--- config.mk ---
export PLATFORM = sky130hd
export DESIGN_NAME = mem_port_arbiter_flat
export DESIGN_NICKNAME = d
export VERILOG_FILES = /design/src/rtl/mem_port_arbiter_if.sv /design/src/rtl/mem_port_arbiter.sv /design/src/flat_wrapper.sv
export SDC_FILE = /design/constraint.sdc
export NUM_CORES = 1
export LEC_CHECK = 0
export CORE_ASPECT_RATIO = 1.4
export CORE_MARGIN = 4
export CORE_UTILIZATION = 25
export DETAILED_ROUTE_END_ITERATION = 16
export PLACE_DENSITY = 0.58
export SLEW_MARGIN = 20
export SYNTH_ARGS = -nofsm -noshare
export SYNTH_HDL_FRONTEND = slang
export SYNTH_SLANG_ARGS = --single-unit
export TNS_END_PERCENT = 50
--- constraint.sdc ---
create_clock -name clock -period 11.8 [get_ports clock]
set_input_delay 3.54 -clock clock [delete_from_list [all_inputs] [get_ports clock]]
set_output_delay 3.54 -clock clock [all_outputs]
set_load 0.05 [all_outputs]
--- src/rtl/mem_port_arbiter_if.sv ---
// Handshake bundle between fetch, load/store, arbiter and memory.
// slave: arbiter view; master: requester/memory view.
interface mem_port_arbiter_if #(
  parameter int ADDR_W = 32,
  parameter int DATA_W = 32
);
  logic              i_req;
  logic [ADDR_W-1:0] i_address;
  logic              i_grant;
  logic              i_valid;
  logic [DATA_W-1:0] i_read_data;

  logic              d_req;
  logic              d_write;
  logic [ADDR_W-1:0] d_address;
  logic [DATA_W-1:0] d_write_data;
  logic              d_grant;
  logic              d_valid;
  logic [DATA_W-1:0] d_read_data;

  logic              mem_en;
  logic              mem_we;
  logic [ADDR_W-1:0] mem_address;
  logic [DATA_W-1:0] mem_write_data;
  logic [DATA_W-1:0] mem_read_data;

  logic              busy;

  modport slave (
    input  i_req, i_address,
    input  d_req, d_write, d_address, d_write_data,
    input  mem_read_data,
    output i_grant, i_valid, i_read_data,
    output d_grant, d_valid, d_read_data,
    output mem_en, mem_we, mem_address, mem_write_data,
    output busy
  );

  modport master (
    output i_req, i_address,
    output d_req, d_write, d_address, d_write_data,
    output mem_read_data,
    input  i_grant, i_valid, i_read_data,
    input  d_grant, d_valid, d_read_data,
    input  mem_en, mem_we, mem_address, mem_write_data,
    input  busy
  );
endinterface

--- src/rtl/mem_port_arbiter.sv ---
// Single-port memory arbiter: fetch (read) and load/store share one port.
// Ports: clock, reset (async, high), bus (mem_port_arbiter_if.slave).
// Data side has priority; fetch wins after STARVE_LIMIT straight losses.
// MEM_PORT_ARBITER_STATS_EN adds i_grant_cnt, d_grant_cnt, conflict_cnt.
module mem_port_arbiter #(
  parameter int ADDR_W       = 32,
  parameter int DATA_W       = 32,
  parameter int MEM_LATENCY  = 1,
  parameter int STARVE_LIMIT = 4
) (
  input  logic                  clock,
  input  logic                  reset,
  mem_port_arbiter_if.slave     bus
`ifdef MEM_PORT_ARBITER_STATS_EN
  ,
  output logic [31:0]           i_grant_cnt,
  output logic [31:0]           d_grant_cnt,
  output logic [31:0]           conflict_cnt
`endif
);

  localparam int LW =
    (MEM_LATENCY < 1) ? 1 : $clog2(MEM_LATENCY + 1);
  localparam int SW =
    (STARVE_LIMIT < 1) ? 1 : $clog2(STARVE_LIMIT + 1);
  localparam logic [LW-1:0] LAT = LW'(MEM_LATENCY);
  localparam logic [SW-1:0] STV = SW'(STARVE_LIMIT);

  typedef enum logic {
    IDLE,
    ACCESS
  } state_t;

  state_t            state_q, state_d;
  logic [LW-1:0]     lat_q, lat_d;
  logic [SW-1:0]     starve_q, starve_d;
  logic              dsel_q, dsel_d;
  logic              we_q, we_d;
  logic [ADDR_W-1:0] addr_q, addr_d;
  logic [DATA_W-1:0] wdata_q, wdata_d;
  logic [DATA_W-1:0] i_rdata_q, i_rdata_d;
  logic [DATA_W-1:0] d_rdata_q, d_rdata_d;
  logic              i_vld_q, i_vld_d;
  logic              d_vld_q, d_vld_d;
  logic              pick_i;
  logic              first;

  // Counter counts down from LAT, so LAT marks the strobe cycle.
  assign first = (state_q == ACCESS) && (lat_q == LAT);

  always_comb begin
    state_d   = state_q;
    lat_d     = lat_q;
    starve_d  = starve_q;
    dsel_d    = dsel_q;
    we_d      = we_q;
    addr_d    = addr_q;
    wdata_d   = wdata_q;
    i_rdata_d = i_rdata_q;
    d_rdata_d = d_rdata_q;
    i_vld_d   = 1'b0;
    d_vld_d   = 1'b0;
    pick_i    = 1'b0;
    unique case (state_q)
      IDLE: begin
        pick_i = bus.i_req &&
                 (!bus.d_req || (starve_q == STV));
        if (bus.i_req || bus.d_req) begin
          state_d = ACCESS;
          lat_d   = LAT;
          dsel_d  = !pick_i;
          if (pick_i) begin
            addr_d   = bus.i_address;
            we_d     = 1'b0;
            starve_d = '0;
          end else begin
            addr_d  = bus.d_address;
            we_d    = bus.d_write;
            wdata_d = bus.d_write_data;
            if (bus.i_req && (starve_q != STV))
              starve_d = starve_q + 1'b1;
          end
        end
      end
      ACCESS: begin
        if (lat_q == '0) begin
          state_d = IDLE;
          if (dsel_q) begin
            d_vld_d = 1'b1;
            if (!we_q)
              d_rdata_d = bus.mem_read_data;
          end else begin
            i_vld_d   = 1'b1;
            i_rdata_d = bus.mem_read_data;
          end
        end else begin
          lat_d = lat_q - 1'b1;
        end
      end
    endcase
  end

  always_ff @(posedge clock or posedge reset) begin
    if (reset) begin
      state_q   <= IDLE;
      lat_q     <= '0;
      starve_q  <= '0;
      dsel_q    <= 1'b0;
      we_q      <= 1'b0;
      addr_q    <= '0;
      wdata_q   <= '0;
      i_rdata_q <= '0;
      d_rdata_q <= '0;
      i_vld_q   <= 1'b0;
      d_vld_q   <= 1'b0;
    end else begin
      state_q   <= state_d;
      lat_q     <= lat_d;
      starve_q  <= starve_d;
      dsel_q    <= dsel_d;
      we_q      <= we_d;
      addr_q    <= addr_d;
      wdata_q   <= wdata_d;
      i_rdata_q <= i_rdata_d;
      d_rdata_q <= d_rdata_d;
      i_vld_q   <= i_vld_d;
      d_vld_q   <= d_vld_d;
    end
  end

`ifdef MEM_PORT_ARBITER_STATS_EN
  logic [31:0] icnt_q, dcnt_q, ccnt_q;

  always_ff @(posedge clock or posedge reset) begin
    if (reset) begin
      icnt_q <= '0;
      dcnt_q <= '0;
      ccnt_q <= '0;
    end else begin
      if (first && !dsel_q)
        icnt_q <= icnt_q + 32'd1;
      if (first && dsel_q)
        dcnt_q <= dcnt_q + 32'd1;
      if ((state_q == IDLE) && bus.i_req && bus.d_req)
        ccnt_q <= ccnt_q + 32'd1;
    end
  end

  assign i_grant_cnt  = icnt_q;
  assign d_grant_cnt  = dcnt_q;
  assign conflict_cnt = ccnt_q;
`endif

  assign bus.i_grant        = first && !dsel_q;
  assign bus.d_grant        = first && dsel_q;
  assign bus.mem_en         = first;
  assign bus.mem_we         = first && we_q;
  assign bus.mem_address    = addr_q;
  assign bus.mem_write_data = wdata_q;
  assign bus.i_valid        = i_vld_q;
  assign bus.d_valid        = d_vld_q;
  assign bus.i_read_data    = i_rdata_q;
  assign bus.d_read_data    = d_rdata_q;
  assign bus.busy           = (state_q != IDLE);

endmodule

--- src/flat_wrapper.sv ---
// flat-port wrapper written by rule: the top's interface ports become plain ports
module mem_port_arbiter_flat 
#(
  parameter int ADDR_W       = 32,
  parameter int DATA_W       = 32,
  parameter int MEM_LATENCY  = 1,
  parameter int STARVE_LIMIT = 4
)
  (clock, reset, bus_i_req, bus_i_address, bus_d_req, bus_d_write, bus_d_address, bus_d_write_data, bus_mem_read_data, bus_i_grant, bus_i_valid, bus_i_read_data, bus_d_grant, bus_d_valid, bus_d_read_data, bus_mem_en, bus_mem_we, bus_mem_address, bus_mem_write_data, bus_busy);
  mem_port_arbiter_if #(.ADDR_W(ADDR_W), .DATA_W(DATA_W)) bus_i ();
  input  logic clock;
  input  logic reset;
  input wire logic [$bits(bus_i.i_req)-1:0] bus_i_req;
  input wire logic [$bits(bus_i.i_address)-1:0] bus_i_address;
  input wire logic [$bits(bus_i.d_req)-1:0] bus_d_req;
  input wire logic [$bits(bus_i.d_write)-1:0] bus_d_write;
  input wire logic [$bits(bus_i.d_address)-1:0] bus_d_address;
  input wire logic [$bits(bus_i.d_write_data)-1:0] bus_d_write_data;
  input wire logic [$bits(bus_i.mem_read_data)-1:0] bus_mem_read_data;
  output wire logic [$bits(bus_i.i_grant)-1:0] bus_i_grant;
  output wire logic [$bits(bus_i.i_valid)-1:0] bus_i_valid;
  output wire logic [$bits(bus_i.i_read_data)-1:0] bus_i_read_data;
  output wire logic [$bits(bus_i.d_grant)-1:0] bus_d_grant;
  output wire logic [$bits(bus_i.d_valid)-1:0] bus_d_valid;
  output wire logic [$bits(bus_i.d_read_data)-1:0] bus_d_read_data;
  output wire logic [$bits(bus_i.mem_en)-1:0] bus_mem_en;
  output wire logic [$bits(bus_i.mem_we)-1:0] bus_mem_we;
  output wire logic [$bits(bus_i.mem_address)-1:0] bus_mem_address;
  output wire logic [$bits(bus_i.mem_write_data)-1:0] bus_mem_write_data;
  output wire logic [$bits(bus_i.busy)-1:0] bus_busy;
  assign bus_i.i_req = bus_i_req;
  assign bus_i.i_address = bus_i_address;
  assign bus_i.d_req = bus_d_req;
  assign bus_i.d_write = bus_d_write;
  assign bus_i.d_address = bus_d_address;
  assign bus_i.d_write_data = bus_d_write_data;
  assign bus_i.mem_read_data = bus_mem_read_data;
  assign bus_i_grant = bus_i.i_grant;
  assign bus_i_valid = bus_i.i_valid;
  assign bus_i_read_data = bus_i.i_read_data;
  assign bus_d_grant = bus_i.d_grant;
  assign bus_d_valid = bus_i.d_valid;
  assign bus_d_read_data = bus_i.d_read_data;
  assign bus_mem_en = bus_i.mem_en;
  assign bus_mem_we = bus_i.mem_we;
  assign bus_mem_address = bus_i.mem_address;
  assign bus_mem_write_data = bus_i.mem_write_data;
  assign bus_busy = bus_i.busy;
  mem_port_arbiter #(.ADDR_W(ADDR_W), .DATA_W(DATA_W), .MEM_LATENCY(MEM_LATENCY), .STARVE_LIMIT(STARVE_LIMIT)) u_core (.clock(clock), .reset(reset), .bus(bus_i));
endmodule
==> metrics.yaml <==
timing.rr.start: "u_core.starve_q[0]"
syn-instance-count: 430
antenna-diode-count: 0
drc_errors: 0
timing.reg2reg.setup_slack_ps: 9180
via_count_of_the_first_global_routing_pass: 5015
cp_cell_sequence: "clkdlybuf4s50_1 > a21bo_2 > and2_2 > o211ai_1"
io_buffer_count: 267
routed-via-count: 4472
launching_element_type_of_the_critical_path: "primary input"
final_net_count: 825
timing.critical_path.arrival_ps: 5940
cp_top_family: "compound AO/OA/AOI/OAI gates"
layout_cell_share_with_drive_strength_beyond_1_pct: 22.9
ys_types: 32
synthTopCellsByArea: "sky130_fd_sc_hd__dfrtp_1 60%, sky130_fd_sc_hd__mux2_2 18%, sky130_fd_sc_hd__o211ai_2 6.3%, sky130_fd_sc_hd__nand2_1 4.6%, sky130_fd_sc_hd__nand4_1 3.5%"
ctsLongestPathBuffers: 2
period_needed_ps: 5690
power.total_mw: 3.19
hold_path.startpoint: "u_core.bus.mem_address[8]"
coreArea_mm2: 0.0226
post_cts_resized: 0
leakagePower_nw: 3.80
via_per_inst: 4.46
drt-pass1-iter-count: 4
cp-startpoint: "bus_d_req"
switching_share_pct: 47.6
p_clk_share_pct: 15.2
net-switching-power_mw: 1.52
cts.sink_count: 137
post-cts-setup-buffer-count: 0
cts_made_buffers: 17
outcome: "completed"
tritoncts: "yes"
mostFrequentLayoutCells: "267 x sky130_fd_sc_hd__clkdlybuf4s50_1, 137 x sky130_fd_sc_hd__dfrtp_1, 91 x sky130_fd_sc_hd__mux2_2"
grt_overflow: 0
routed_wirelength_mm: 17.5
path_class: "primary input to flip-flop"
avgSynthCellArea_um2: 13.4
path_max_fanout: 35
netlist_area_mm2: 0.00576
clock_insertion_delay_worst_skew_ps: 420
largest_net_degree_at_the_start_of_global_routing: 91
cp_num_buf_inv: 1
clock_slew_seen_by_the_registers_of_the_worst_setup_and_hold_paths_ps: 60
clock_skew_ps: 8.90
clock.fmax_ghz: 0.176
ioPinCount: 268
netlist.top_cell.by_area: "sky130_fd_sc_hd__dfrtp_1"
grtUsageTotal_pct: 13.9
critical_path_data_required_time_ps: 12050
gp_congestion: 0.795
worst_slew_pin_slew_ps: 989
core.rowCount: 65
postSynthRegisterBits: 137
ant_nets: 0
power.share.sequential_pct: 26.5
p_comb_share_pct: 58.3
hold_violations: 0
internal-power_mw: 1.67
grt_antenna_before_repair: 2
wl_per_cell_um: 17.5
fin_worst_hold_slack_ps: 490
fin_tns_setup_ps: 0
hp-class: "flip-flop to flip-flop"
synth_largest_type_area_fraction_pct: 59.5
critical_path.endpoint_type: "flip-flop"
final_min_period_over_clock_period_pct: 48.2
floorplan_die_area_mm2: 0.0256
number_of_flops_mapped_to_enable_cells_by_yosys: 0
synthesis.nets: 565
place_ws_ps: 5350
grt_pass1_wl_mm: 27.7
holdBufCountCts: 0
power_per_cell_area_mw_per_mm2: 346
post-route-worst-setup-slack_ps: 6110
synth.yosys.warnings: 0
report.final.setup_viol: 0
seq_total_area_yosys_pct: 59.5
max_stage_delay_ps: 910
fp.dieH_um: 188
timing.final.max_slew_violations: 0
clk_root_buffer_cell: "sky130_fd_sc_hd__clkbuf_16"
drv.max_cap_violation_count: 0
synth_flop_cell: "sky130_fd_sc_hd__dfrtp_1"
async_reset_ff_share_pct: 100
unrepaired_setup_endpoints_after_global_routing: "no"
h_tree_level_count: 4
slew-limit-headroom_pct: 33.9
place.detailed.hpwl_mm: 12.7
vdd_ir_drop_max_mv: 0.153
crit_path_top_delay_cell: "sky130_fd_sc_hd__and2_2"
die_w_um: 136
initialDrtViolationCount: 137
commonest_non_fill_non_tap_cell_in_the_layout: "sky130_fd_sc_hd__clkdlybuf4s50_1"
syn_to_final_growth_pct: 60.1
floorplan.initialDensity_pct: 25.5
logic make-up (layout without fill, tap and decap cells):
group | count (synthesis) | count (layout) | synth area share [%]
buf+inv | 37 | 309 | 3.74
flops | 137 | 137 | 59.5
compound gates | 40 | 40 | 7.78
simple gates | 118 | 118 | 9.75
fa+ha+maj | 2 | 2 | 0.434
mux | 96 | 96 | 18.8
layer usage:
layer / GRT usage [%] / part of all wire (%) / vias up
li1: - / - / 2046
met1: 15.6 / 37 / 2234
met2: 24.5 / 54 / 160
met3: 4.46 / 6.5 / 28
met4: 5.00 / 2.1 / 4
met5: 0 / 0.13 / -
worst paths after layout:
kind	to	depth (start not counted)
min	u_core.bus.mem_address[8]	2
min in group asynchronous	u_core.bus.mem_write_data[18]	2
min reg2reg	u_core.bus.mem_address[8]	2
max reg2reg	u_core.bus.mem_address[2]	5
max in group asynchronous	u_core.bus.d_read_data[7]	3
max	u_core.bus.mem_address[2]	4
area by class of cell:
type | instances | area [um2]
Clock inverter | 7 | 43.8
Multi-Input combinational cell | 256 | 2130
Inverter | 5 | 23.8
Timing Repair Buffer | 273 | 2720
Fill cell | 2198 | 13400
Tap cell | 301 | 377
Sequential cell | 137 | 3430
Clock buffer | 24 | 492
power groups by stage:
stage | clock network (mW) | registers, mW | logic [mW]
after CTS | 0.507 | 0.851 | 1.89
after global routing | 0.524 | 0.881 | 1.94
after floorplan | 0 | 1.63 | 0.453
after detailed placement | 0 | 0.855 | 1.88
after global placement | 0 | 0.847 | 1.86
final | 0.486 | 0.847 | 1.86
flip-flops by register name (all words and copies together) (netlist names):
signal	cells
u_core.bus.d_read_data	32
u_core.bus.i_read_data	32
u_core.bus.mem_address	32
u_core.bus.mem_write_data	32
u_core.starve_q	3
u_core.bus.busy	1
u_core.bus.d_valid	1
u_core.bus.i_valid	1
u_core.dsel_q	1
u_core.lat_q	1
u_core.we_q	1
worst reg2reg max path: stages (launching register included):
cell and delay [ps]:
sky130_fd_sc_hd__dfrtp_1 410, sky130_fd_sc_hd__inv_1 70, sky130_fd_sc_hd__ha_1 180, sky130_fd_sc_hd__a21bo_2 650, sky130_fd_sc_hd__and2_2 920, sky130_fd_sc_hd__o211ai_1 230
metrics by stage:
| step | std cells | utilization (%) | area [um2] |
|---|---|---|---|
| detailed placement | 972 | 38.4 | 8680 |
| floorplan | 430 | - | 5760 |
| global placement | 972 | 38.4 | 8680 |
| global route | 1003 | 40.8 | 9220 |
| CTS | 1003 | 40.8 | 9220 |
| finish | 1003 | 40.8 | 9220 |
cells in the mapped netlist, types with 3 or more instances:
| library cell | number |
|---|---|
| sky130_fd_sc_hd__dfrtp_1 | 137 |
| sky130_fd_sc_hd__mux2_2 | 91 |
| sky130_fd_sc_hd__nand2_1 | 71 |
| sky130_fd_sc_hd__nand4_1 | 32 |
| sky130_fd_sc_hd__o211ai_2 | 29 |
| sky130_fd_sc_hd__buf_2 | 10 |
| sky130_fd_sc_hd__clkbuf_1 | 9 |
| sky130_fd_sc_hd__buf_6 | 7 |
| sky130_fd_sc_hd__inv_1 | 5 |
| sky130_fd_sc_hd__mux2_1 | 5 |
| sky130_fd_sc_hd__buf_1 | 3 |
| sky130_fd_sc_hd__buf_4 | 3 |
| sky130_fd_sc_hd__nand2b_1 | 3 |
| sky130_fd_sc_hd__o211ai_1 | 3 |
No activity file was read; power rests on OpenSTA's default activity.
